==> src/rtl/spi_flash_responder.sv <==
`default_nettype none
// ============================================================================
// Module   : spi_flash_responder
// Purpose  : SPI-flash target model answering JEDEC ID (0x9F), read status
//            (0x05), read data (0x03), deep power-down (0xB9) and release
//            power-down (0xAB) from an internal preloadable byte memory.
//            The SPI pins are oversampled in the clk_48mhz domain.
// Ports    : clk_48mhz    - sole clock, rising edge
//            rst_n        - asynchronous active-low reset
//            spi_cs       - chip select, active low (asynchronous)
//            spi_sck      - SPI clock, mode 0 (asynchronous)
//            spi_mosi     - master-out data, MSB first (asynchronous)
//            spi_miso     - responder data, MSB first, idles high
//            mem_we       - preload write strobe
//            mem_addr     - preload address
//            mem_wdata    - preload data
//            last_opcode  - last complete opcode byte received
//            powered_down - deep power-down flag
// Revision : 1.0 - initial release
// ============================================================================
module spi_flash_responder #(
    parameter int          MEM_BYTES = 256,
    parameter logic [23:0] JEDEC_ID  = 24'h1F8501
) (
    input  logic                         clk_48mhz,
    input  logic                         rst_n,
    input  logic                         spi_cs,
    input  logic                         spi_sck,
    input  logic                         spi_mosi,
    output logic                         spi_miso,
    input  logic                         mem_we,
    input  logic [$clog2(MEM_BYTES)-1:0] mem_addr,
    input  logic [7:0]                   mem_wdata,
    output logic [7:0]                   last_opcode,
    output logic                         powered_down
);

    localparam int         c_addr_w     = $clog2(MEM_BYTES);
    localparam logic [7:0] c_op_jedec   = 8'h9F;
    localparam logic [7:0] c_op_status  = 8'h05;
    localparam logic [7:0] c_op_read    = 8'h03;
    localparam logic [7:0] c_op_pdown   = 8'hB9;
    localparam logic [7:0] c_op_release = 8'hAB;
    localparam logic [c_addr_w-1:0] c_addr_one = {{(c_addr_w-1){1'b0}}, 1'b1};

    typedef enum logic [2:0] {
        ST_IDLE   = 3'd0,
        ST_CMD    = 3'd1,
        ST_ADDR   = 3'd2,
        ST_DATA   = 3'd3,
        ST_IGNORE = 3'd4
    } state_t;

    typedef enum logic [1:0] {
        RESP_JEDEC  = 2'd0,
        RESP_STATUS = 2'd1,
        RESP_READ   = 2'd2
    } resp_t;

    // ------------------------------------------------------------------
    // Pin synchronizers and edge detection
    // ------------------------------------------------------------------
    logic r_cs_meta,   r_cs_sync,   r_cs_prev;
    logic r_sck_meta,  r_sck_sync,  r_sck_prev;
    logic r_mosi_meta, r_mosi_sync;
    // r_warm[1] marks the point where the sync stage holds real pin data
    // rather than its reset value.
    logic [1:0] r_warm;

    always_ff @(posedge clk_48mhz or negedge rst_n) begin
        if (!rst_n) begin
            r_cs_meta   <= 1'b1;
            r_cs_sync   <= 1'b1;
            r_cs_prev   <= 1'b1;
            r_sck_meta  <= 1'b0;
            r_sck_sync  <= 1'b0;
            r_sck_prev  <= 1'b0;
            r_mosi_meta <= 1'b0;
            r_mosi_sync <= 1'b0;
            r_warm      <= 2'b00;
        end else begin
            r_cs_meta   <= spi_cs;
            r_cs_sync   <= r_cs_meta;
            r_cs_prev   <= r_cs_sync;
            r_sck_meta  <= spi_sck;
            r_sck_sync  <= r_sck_meta;
            r_sck_prev  <= r_sck_sync;
            r_mosi_meta <= spi_mosi;
            r_mosi_sync <= r_mosi_meta;
            r_warm      <= {r_warm[0], 1'b1};
        end
    end

    logic w_cs_rise, w_cs_fall, w_sck_rise, w_sck_fall;

    assign w_cs_rise  =  r_cs_sync & ~r_cs_prev;
    assign w_cs_fall  = ~r_cs_sync &  r_cs_prev;
    assign w_sck_rise =  r_sck_sync & ~r_sck_prev;
    assign w_sck_fall = ~r_sck_sync &  r_sck_prev;

    // ------------------------------------------------------------------
    // Byte memory: preload write port, registered read port for DATA
    // ------------------------------------------------------------------
    logic [7:0]          r_mem [MEM_BYTES];
    logic [7:0]          r_mem_q;
    logic [c_addr_w-1:0] r_rd_addr;

    always_ff @(posedge clk_48mhz) begin
        if (mem_we) begin
            r_mem[mem_addr] <= mem_wdata;
        end
        r_mem_q <= r_mem[r_rd_addr];
    end

    // ------------------------------------------------------------------
    // Protocol state machine
    // ------------------------------------------------------------------
    state_t              r_state;
    resp_t               r_resp;
    logic [4:0]          r_bit_cnt;     // bit index within opcode / address
    logic [3:0]          r_total;       // bits clocked this frame, saturating
    logic [6:0]          r_op_shift;
    logic [c_addr_w-1:0] r_addr_sr;     // only the low address bits matter
    logic [6:0]          r_tx_shift;
    logic [2:0]          r_tx_cnt;      // 0 = next fall starts a new byte
    logic [1:0]          r_byte_idx;    // response byte count, saturating
    logic                r_pd_set;
    logic                r_pd_clr;
    logic                r_armed;
    logic                r_miso;
    logic [7:0]          r_last_opcode;
    logic                r_powered_down;

    logic [7:0] w_opcode;
    logic [7:0] w_next_byte;

    assign w_opcode = {r_op_shift, r_mosi_sync};

    always_comb begin
        w_next_byte = 8'h00;
        case (r_resp)
            RESP_JEDEC: begin
                case (r_byte_idx)
                    2'd0:    w_next_byte = JEDEC_ID[23:16];
                    2'd1:    w_next_byte = JEDEC_ID[15:8];
                    2'd2:    w_next_byte = JEDEC_ID[7:0];
                    default: w_next_byte = 8'h00;
                endcase
            end
            RESP_READ:   w_next_byte = r_mem_q;
            default:     w_next_byte = 8'h00;
        endcase
    end

    always_ff @(posedge clk_48mhz or negedge rst_n) begin
        if (!rst_n) begin
            r_state        <= ST_IDLE;
            r_resp         <= RESP_STATUS;
            r_bit_cnt      <= 5'd0;
            r_total        <= 4'd0;
            r_op_shift     <= 7'd0;
            r_addr_sr      <= '0;
            r_rd_addr      <= '0;
            r_tx_shift     <= 7'd0;
            r_tx_cnt       <= 3'd0;
            r_byte_idx     <= 2'd0;
            r_pd_set       <= 1'b0;
            r_pd_clr       <= 1'b0;
            r_armed        <= 1'b0;
            r_miso         <= 1'b1;
            r_last_opcode  <= 8'h00;
            r_powered_down <= 1'b0;
        end else begin
            // A frame may only start once CS has been seen high after reset,
            // so a master caught mid-transaction is ignored until it deselects.
            if (r_warm[1] && r_cs_sync) begin
                r_armed <= 1'b1;
            end

            if (w_cs_rise) begin
                r_state  <= ST_IDLE;
                r_miso   <= 1'b1;
                r_pd_set <= 1'b0;
                r_pd_clr <= 1'b0;
                if (r_state == ST_IGNORE) begin
                    // Power-down only when the frame was exactly the opcode.
                    if (r_pd_set && (r_total == 4'd8)) begin
                        r_powered_down <= 1'b1;
                    end
                    if (r_pd_clr && (r_total >= 4'd8)) begin
                        r_powered_down <= 1'b0;
                    end
                end
            end else begin
                if (w_sck_rise && (r_state != ST_IDLE) && (r_total != 4'd15)) begin
                    r_total <= r_total + 4'd1;
                end

                case (r_state)
                    ST_IDLE: begin
                        r_miso <= 1'b1;
                        if (w_cs_fall && r_armed) begin
                            r_state   <= ST_CMD;
                            r_bit_cnt <= 5'd0;
                            r_total   <= 4'd0;
                            r_pd_set  <= 1'b0;
                            r_pd_clr  <= 1'b0;
                        end
                    end

                    ST_CMD: begin
                        if (w_sck_rise) begin
                            r_op_shift <= w_opcode[6:0];
                            if (r_bit_cnt == 5'd7) begin
                                r_bit_cnt     <= 5'd0;
                                r_last_opcode <= w_opcode;
                                r_tx_cnt      <= 3'd0;
                                r_byte_idx    <= 2'd0;
                                if (r_powered_down) begin
                                    r_state  <= ST_IGNORE;
                                    r_pd_clr <= (w_opcode == c_op_release);
                                end else begin
                                    case (w_opcode)
                                        c_op_jedec: begin
                                            r_state <= ST_DATA;
                                            r_resp  <= RESP_JEDEC;
                                        end
                                        c_op_status: begin
                                            r_state <= ST_DATA;
                                            r_resp  <= RESP_STATUS;
                                        end
                                        c_op_read: begin
                                            r_state <= ST_ADDR;
                                            r_resp  <= RESP_READ;
                                        end
                                        c_op_pdown: begin
                                            r_state  <= ST_IGNORE;
                                            r_pd_set <= 1'b1;
                                        end
                                        c_op_release: begin
                                            r_state  <= ST_IGNORE;
                                            r_pd_clr <= 1'b1;
                                        end
                                        default: begin
                                            r_state <= ST_IGNORE;
                                        end
                                    endcase
                                end
                            end else begin
                                r_bit_cnt <= r_bit_cnt + 5'd1;
                            end
                        end
                    end

                    ST_ADDR: begin
                        if (w_sck_rise) begin
                            r_addr_sr <= {r_addr_sr[c_addr_w-2:0], r_mosi_sync};
                            if (r_bit_cnt == 5'd23) begin
                                r_bit_cnt <= 5'd0;
                                r_state   <= ST_DATA;
                                // Starting the fetch here leaves the first byte
                                // ready long before the next SCK fall.
                                r_rd_addr <= {r_addr_sr[c_addr_w-2:0], r_mosi_sync};
                            end else begin
                                r_bit_cnt <= r_bit_cnt + 5'd1;
                            end
                        end
                    end

                    ST_DATA: begin
                        if (w_sck_fall) begin
                            if (r_tx_cnt == 3'd0) begin
                                r_miso     <= w_next_byte[7];
                                r_tx_shift <= w_next_byte[6:0];
                                if (r_byte_idx != 2'd3) begin
                                    r_byte_idx <= r_byte_idx + 2'd1;
                                end
                                // Prefetch the following byte while this one
                                // shifts out; the address wraps naturally.
                                if (r_resp == RESP_READ) begin
                                    r_rd_addr <= r_rd_addr + c_addr_one;
                                end
                            end else begin
                                r_miso     <= r_tx_shift[6];
                                r_tx_shift <= {r_tx_shift[5:0], 1'b0};
                            end
                            r_tx_cnt <= r_tx_cnt + 3'd1;
                        end
                    end

                    ST_IGNORE: begin
                        r_miso <= 1'b1;
                    end

                    default: begin
                        r_state <= ST_IDLE;
                        r_miso  <= 1'b1;
                    end
                endcase
            end
        end
    end

    assign spi_miso     = r_miso;
    assign last_opcode  = r_last_opcode;
    assign powered_down = r_powered_down;

endmodule
`default_nettype wire

==> config.mk <==
export PLATFORM = sky130hd
export DESIGN_NAME = spi_flash_responder
export DESIGN_NICKNAME = d
export VERILOG_FILES = /design/src/rtl/spi_flash_responder.sv
export SDC_FILE = /design/constraint.sdc
export NUM_CORES = 2
export LEC_CHECK = 0
export ABC_AREA = 1
export CAP_MARGIN = 20
export CORE_MARGIN = 2
export CORE_UTILIZATION = 55
export CTS_CLUSTER_SIZE = 14
export DETAILED_ROUTE_END_ITERATION = 10
export PLACE_DENSITY_LB_ADDON = 0.25
export RECOVER_POWER = 100
export SETUP_SLACK_MARGIN = 0.2
export SLEW_MARGIN = 20
export SYNTH_ARGS = -nofsm -noshare
export SYNTH_HDL_FRONTEND = slang
export SYNTH_SLANG_ARGS = --single-unit
==> constraint.sdc <==
create_clock -name clk_48mhz -period 3.6 [get_ports clk_48mhz]
set_input_delay 0.54 -clock clk_48mhz [delete_from_list [all_inputs] [get_ports clk_48mhz]]
set_output_delay 0.54 -clock clk_48mhz [all_outputs]
set_load 0.02 [all_outputs]
==> parameters.txt <==
Parameter                              Value

Synth
  EDFF count, synth ... 2,048
  Multiplexer area fraction after synthesis ... 0
  Dominant combinational cell family by area after synthesis ... simple AND/OR/NAND/NOR gates
  Proportion of synthesized chip area in sequential cells ... 0.710
  Post-synth design cell area ... 89,300 um2
  Primary FF master, synth ... sky130_fd_sc_hd__edfxtp_1
  Number of library cell types mapped by synthesis ... 46
  Synth area leader ... sky130_fd_sc_hd__edfxtp_1
  Fraction of post-synthesis cell area in the top cell type by area ... 0.688
  Post-synthesis simple-gate area fraction ... 0.180
  Net count after synthesis ... 8,207
  Synth async-reset ratio ... 0.0334
  XOR/XNOR share of the synthesized area ... 0.000294
  Post-synthesis register bit count ... 2,127
  Gate count after technology mapping ... 8,174
  Number of warnings reported in the yosys synthesis log ... 0
  Compound-Gate Fraction of Synth Area ... 0.0569
  Synthesized-area fraction occupied by adder cells ... 0.00154
  Synth Area per Inst ... 10.9 um2
  Cell types occupying the most area after synthesis ... sky130_fd_sc_hd__edfxtp_1 (69%), sky130_fd_sc_hd__nand2_1 (8.7%), sky130_fd_sc_hd__nor2_1 (5.8%)

Routing
  Number of vias after detailed routing ... 61,300
  Drt wl/cell ... 22.6 um
  Via count normalized by instance count ... 5.74
  Met2 wire length ... 112,000 um
  Post-route ant nets ... 0
  Post-route DRC violation count ... 0
  Total iterations of the first detailed-routing run ... 9
  Initial DRC Count ... 8,231
  Met3 wire length ... 25,200 um
  Drt total wl ... 241,000 um
  Post-Route M1 WL ... 94,700 um
  Top metal layer carrying routed signals ... met5

Place
  Cell Area, Placed ... 93,400 um2
  Worst slack at placement ... 0.204 ns
  Routability congestion estimate from global placement ... 0.905
  DP Wirelength ... 142,000 um
  Port Buf Inserts ... 31

Timing
  Worst setup skew after layout ... 0.0500 ns
  Setup slack after layout ... 0.197 ns
  Endpoints failing hold ... 0
  RSZ-0062 raised after global routing ... no
  Slew Limit Fails ... 1,050
  Part of the cycle the worst path needs ... 0.945
  Relative slew margins ... -1.26
  Final sum of negative setup slack ... 0 ns
  Time the worst path needs with I/O delays and setup ... 3.40 ns
  Worst slew pin tran ... 3.39 ns
  Setup violators final ... 0
  Upper clock frequency limit ... 294 MHz

Floorplan
  Height of the chip ... 407 um
  Initial Utilization ... 0.555
  FP Rows ... 147
  Die extent in x ... 407 um
  Floorplan Core Area ... 161,000 um2
  IO Count ... 32
  Die area ... 166,000 um2

Setup path
  Cell with the biggest individual delay on the critical path ... sky130_fd_sc_hd__clkbuf_4
  Worst stage delay on the critical path ... 0.65 ns
  Critical Path Start Type ... register
  Worst path buffer plus inverter count ... 2
  Arrival @ worst endpoint ... 4.20 ns
  Sequence of cells on the critical path ... buf_12 -> clkbuf_4 -> o21ai_0 -> o211ai_1 -> nand3_1 -> nand2_1 -> nand3_1 -> nand2_1 -> nand3_1 -> nand2_1
  Category of the worst setup path capture point ... register
  Maximum fanout along the worst path ... 62
  Delay-heaviest family, CP ... simple AND/OR/NAND/NOR gates
  Critical Path RT ... 4.39 ns
  Worst Path Class, Setup ... register to register

Pwr
  Reported leakage power ... 36.6 nW
  Maximum VDD drop ... 0.619 mV
  P per Cell Area ... 655 nW/um2

Status
  Status ... finished with violations
  Violations in the final reports ... max-capacitance violations, max-slew violations

Run
  Max-capacitance violation count ... 18

Clock network
  Clock Root Buffer ... sky130_fd_sc_hd__clkbuf_16
  Skew-Pair Late Insertion Delay ... 0.86 ns
  Reg clk slew, reported paths ... 0.06 ns
  H-tree depth reported by CTS ... 4
  Maximum number of buffers from clock root to sink ... 3
  Number of buffers inserted by post-CTS setup repair ... 0
  Inserted Clock Buffers ... 209
  CTS Sinks ... 2,127
  CTS tree ... done

Cells and area
  Final net count ... 8,356
  Layout overhead on the synthesized area ... 11.0%
  Share of final-layout standard cells stronger than drive strength 1 ... 0.0576
  Area of all placed cells without fillers ... 99,100 um2

GRT
  GRT Resource Usage Total ... 0.292
  Antenna violations before repair ... 6
  Overall overflow remaining after global route ... 0
  Pin count of the biggest net entering global routing ... 146
  First-pass GRT wire length ... 361,000 um
  Number of global-route vias before repair ... 58,600

Min path
  Class of the tightest hold or removal check ... input port to register
[timing repair]
action	4_1_cts	5_1_grt
hold endpoints to repair	53	0
setup endpoints to repair	0	2
gates resized for setup	0	1
hold buffers	1	0
[logic make-up after synthesis]
| logic type | count (synthesis) |
|---|---|
| simple gates | 4066 |
| flops | 2127 |
| buf+inv | 1020 |
| compound gates | 946 |
| fa+ha+maj | 11 |
| xor+xnor | 3 |
| other cells | 1 |
[synthesized netlist by cell type (all sizes together), types with 2 or more instances]
master / count
dfrtp: 66
a41oi: 2
xor2: 3
edfxtp: 2048
or2: 5
a21oi: 126
dfxtp: 8
nand4: 5
nor2: 1394
clkinv: 5
nand2: 2062
o22ai: 5
nand3: 584
clkbuf: 192
inv: 545
dfstp: 5
a22oi: 6
buf: 278
nor3: 9
nor4: 5
o211ai: 108
o21ai: 681
ha: 11
a31oi: 5
o31ai: 5
[placed cells by master, fill, tap and decap left out, types with 9 or more instances in the layout]
cell type / count
sky130_fd_sc_hd__a21oi_1: 126
sky130_fd_sc_hd__nor2_1: 1392
sky130_fd_sc_hd__clkbuf_8: 19
sky130_fd_sc_hd__o21ai_0: 552
sky130_fd_sc_hd__dfrtp_1: 62
sky130_fd_sc_hd__nor3_1: 9
sky130_fd_sc_hd__o211ai_1: 108
sky130_fd_sc_hd__nand2_1: 2061
sky130_fd_sc_hd__clkinv_2: 43
sky130_fd_sc_hd__buf_4: 91
sky130_fd_sc_hd__dlygate4sd3_1: 18
sky130_fd_sc_hd__inv_1: 540
sky130_fd_sc_hd__nand3_1: 584
sky130_fd_sc_hd__clkbuf_2: 22
sky130_fd_sc_hd__o21ai_1: 129
sky130_fd_sc_hd__bufinv_16: 14
sky130_fd_sc_hd__edfxtp_1: 2048
sky130_fd_sc_hd__clkinv_1: 43
sky130_fd_sc_hd__clkbuf_16: 209
sky130_fd_sc_hd__clkbuf_1: 272
sky130_fd_sc_hd__ha_1: 11
sky130_fd_sc_hd__buf_12: 40
[layer usage]
| layer | vias up | track usage |
|---|---|---|
| li1 | 27900 | - |
| met1 | 29600 | 0.406 |
| met2 | 3250 | 0.459 |
| met3 | 519 | 0.0593 |
| met4 | 10 | 0.107 |
| met5 | - | 0 |
[worst register-to-register path: cells and delay by family, from the launching register on]
family | cells | cell delay, ns
simple gates | 6 | 1.28
flops | 1 | 0.55
compound gates | 2 | 0.49
buf+inv | 2 | 1.02
[power breakdown]
part	switching, mW	total (mW)	leakage (nW)	internal (mW)
sequential	0.230	27.6	19.4	27.4
clock	9.49	21.6	3.34	12.1
combinational	11.6	15.7	13.9	4.17
[registers in the layout, indices dropped and copies added (netlist names), 2 cells and up]
signal	cells
r_tx_shift	7
r_state	3
r_mem_q	8
r_op_shift	7
r_total	4
r_byte_idx	2
r_tx_cnt	3
r_warm	2
r_resp	2
r_addr_sr	7
r_bit_cnt	5
last_opcode	8
r_rd_addr	8
r_mem	2048
[metrics by stage]
step                total power, mW  instances  hold WS (ns)  utilization
floorplan                      37.8       8174         0.244            -
global placement               43.3      10300         0.335        0.580
detailed placement             43.5      10300         0.347        0.580
CTS                            64.9      10700        0.0870        0.623
global route                   67.4      10700         0.223        0.616
finish                         65.0      10700         0.244        0.616
[area by class of cell]
cell class,count,area (um2)
Antenna cell,2,5.00
Clock buffer,274,5660
Clock inverter,121,1170
Fill cell,12600,61800
Inverter,550,2110
Multi-Input combinational cell,5027,21300
Sequential cell,2127,63500
Tap cell,2160,2700
Timing Repair Buffer,408,2720
[worst paths after layout]
path	start	to	cells past startpoint	slack (ns)
min in group asynchronous	rst_n	r_op_shift[6]	2	0.64
worst max-delay path	r_rd_addr[0]	r_mem_q[6]	10	0.20
worst max register to register	r_rd_addr[0]	r_mem_q[6]	10	0.20
max in group asynchronous	rst_n	r_op_shift[2]	3	1.52
worst min-delay path	spi_mosi	r_mosi_meta	1	0.24
worst min register to register	r_warm[0]	r_warm[1]	0	0.35
Note: power is estimated with default switching activity, not from simulation.
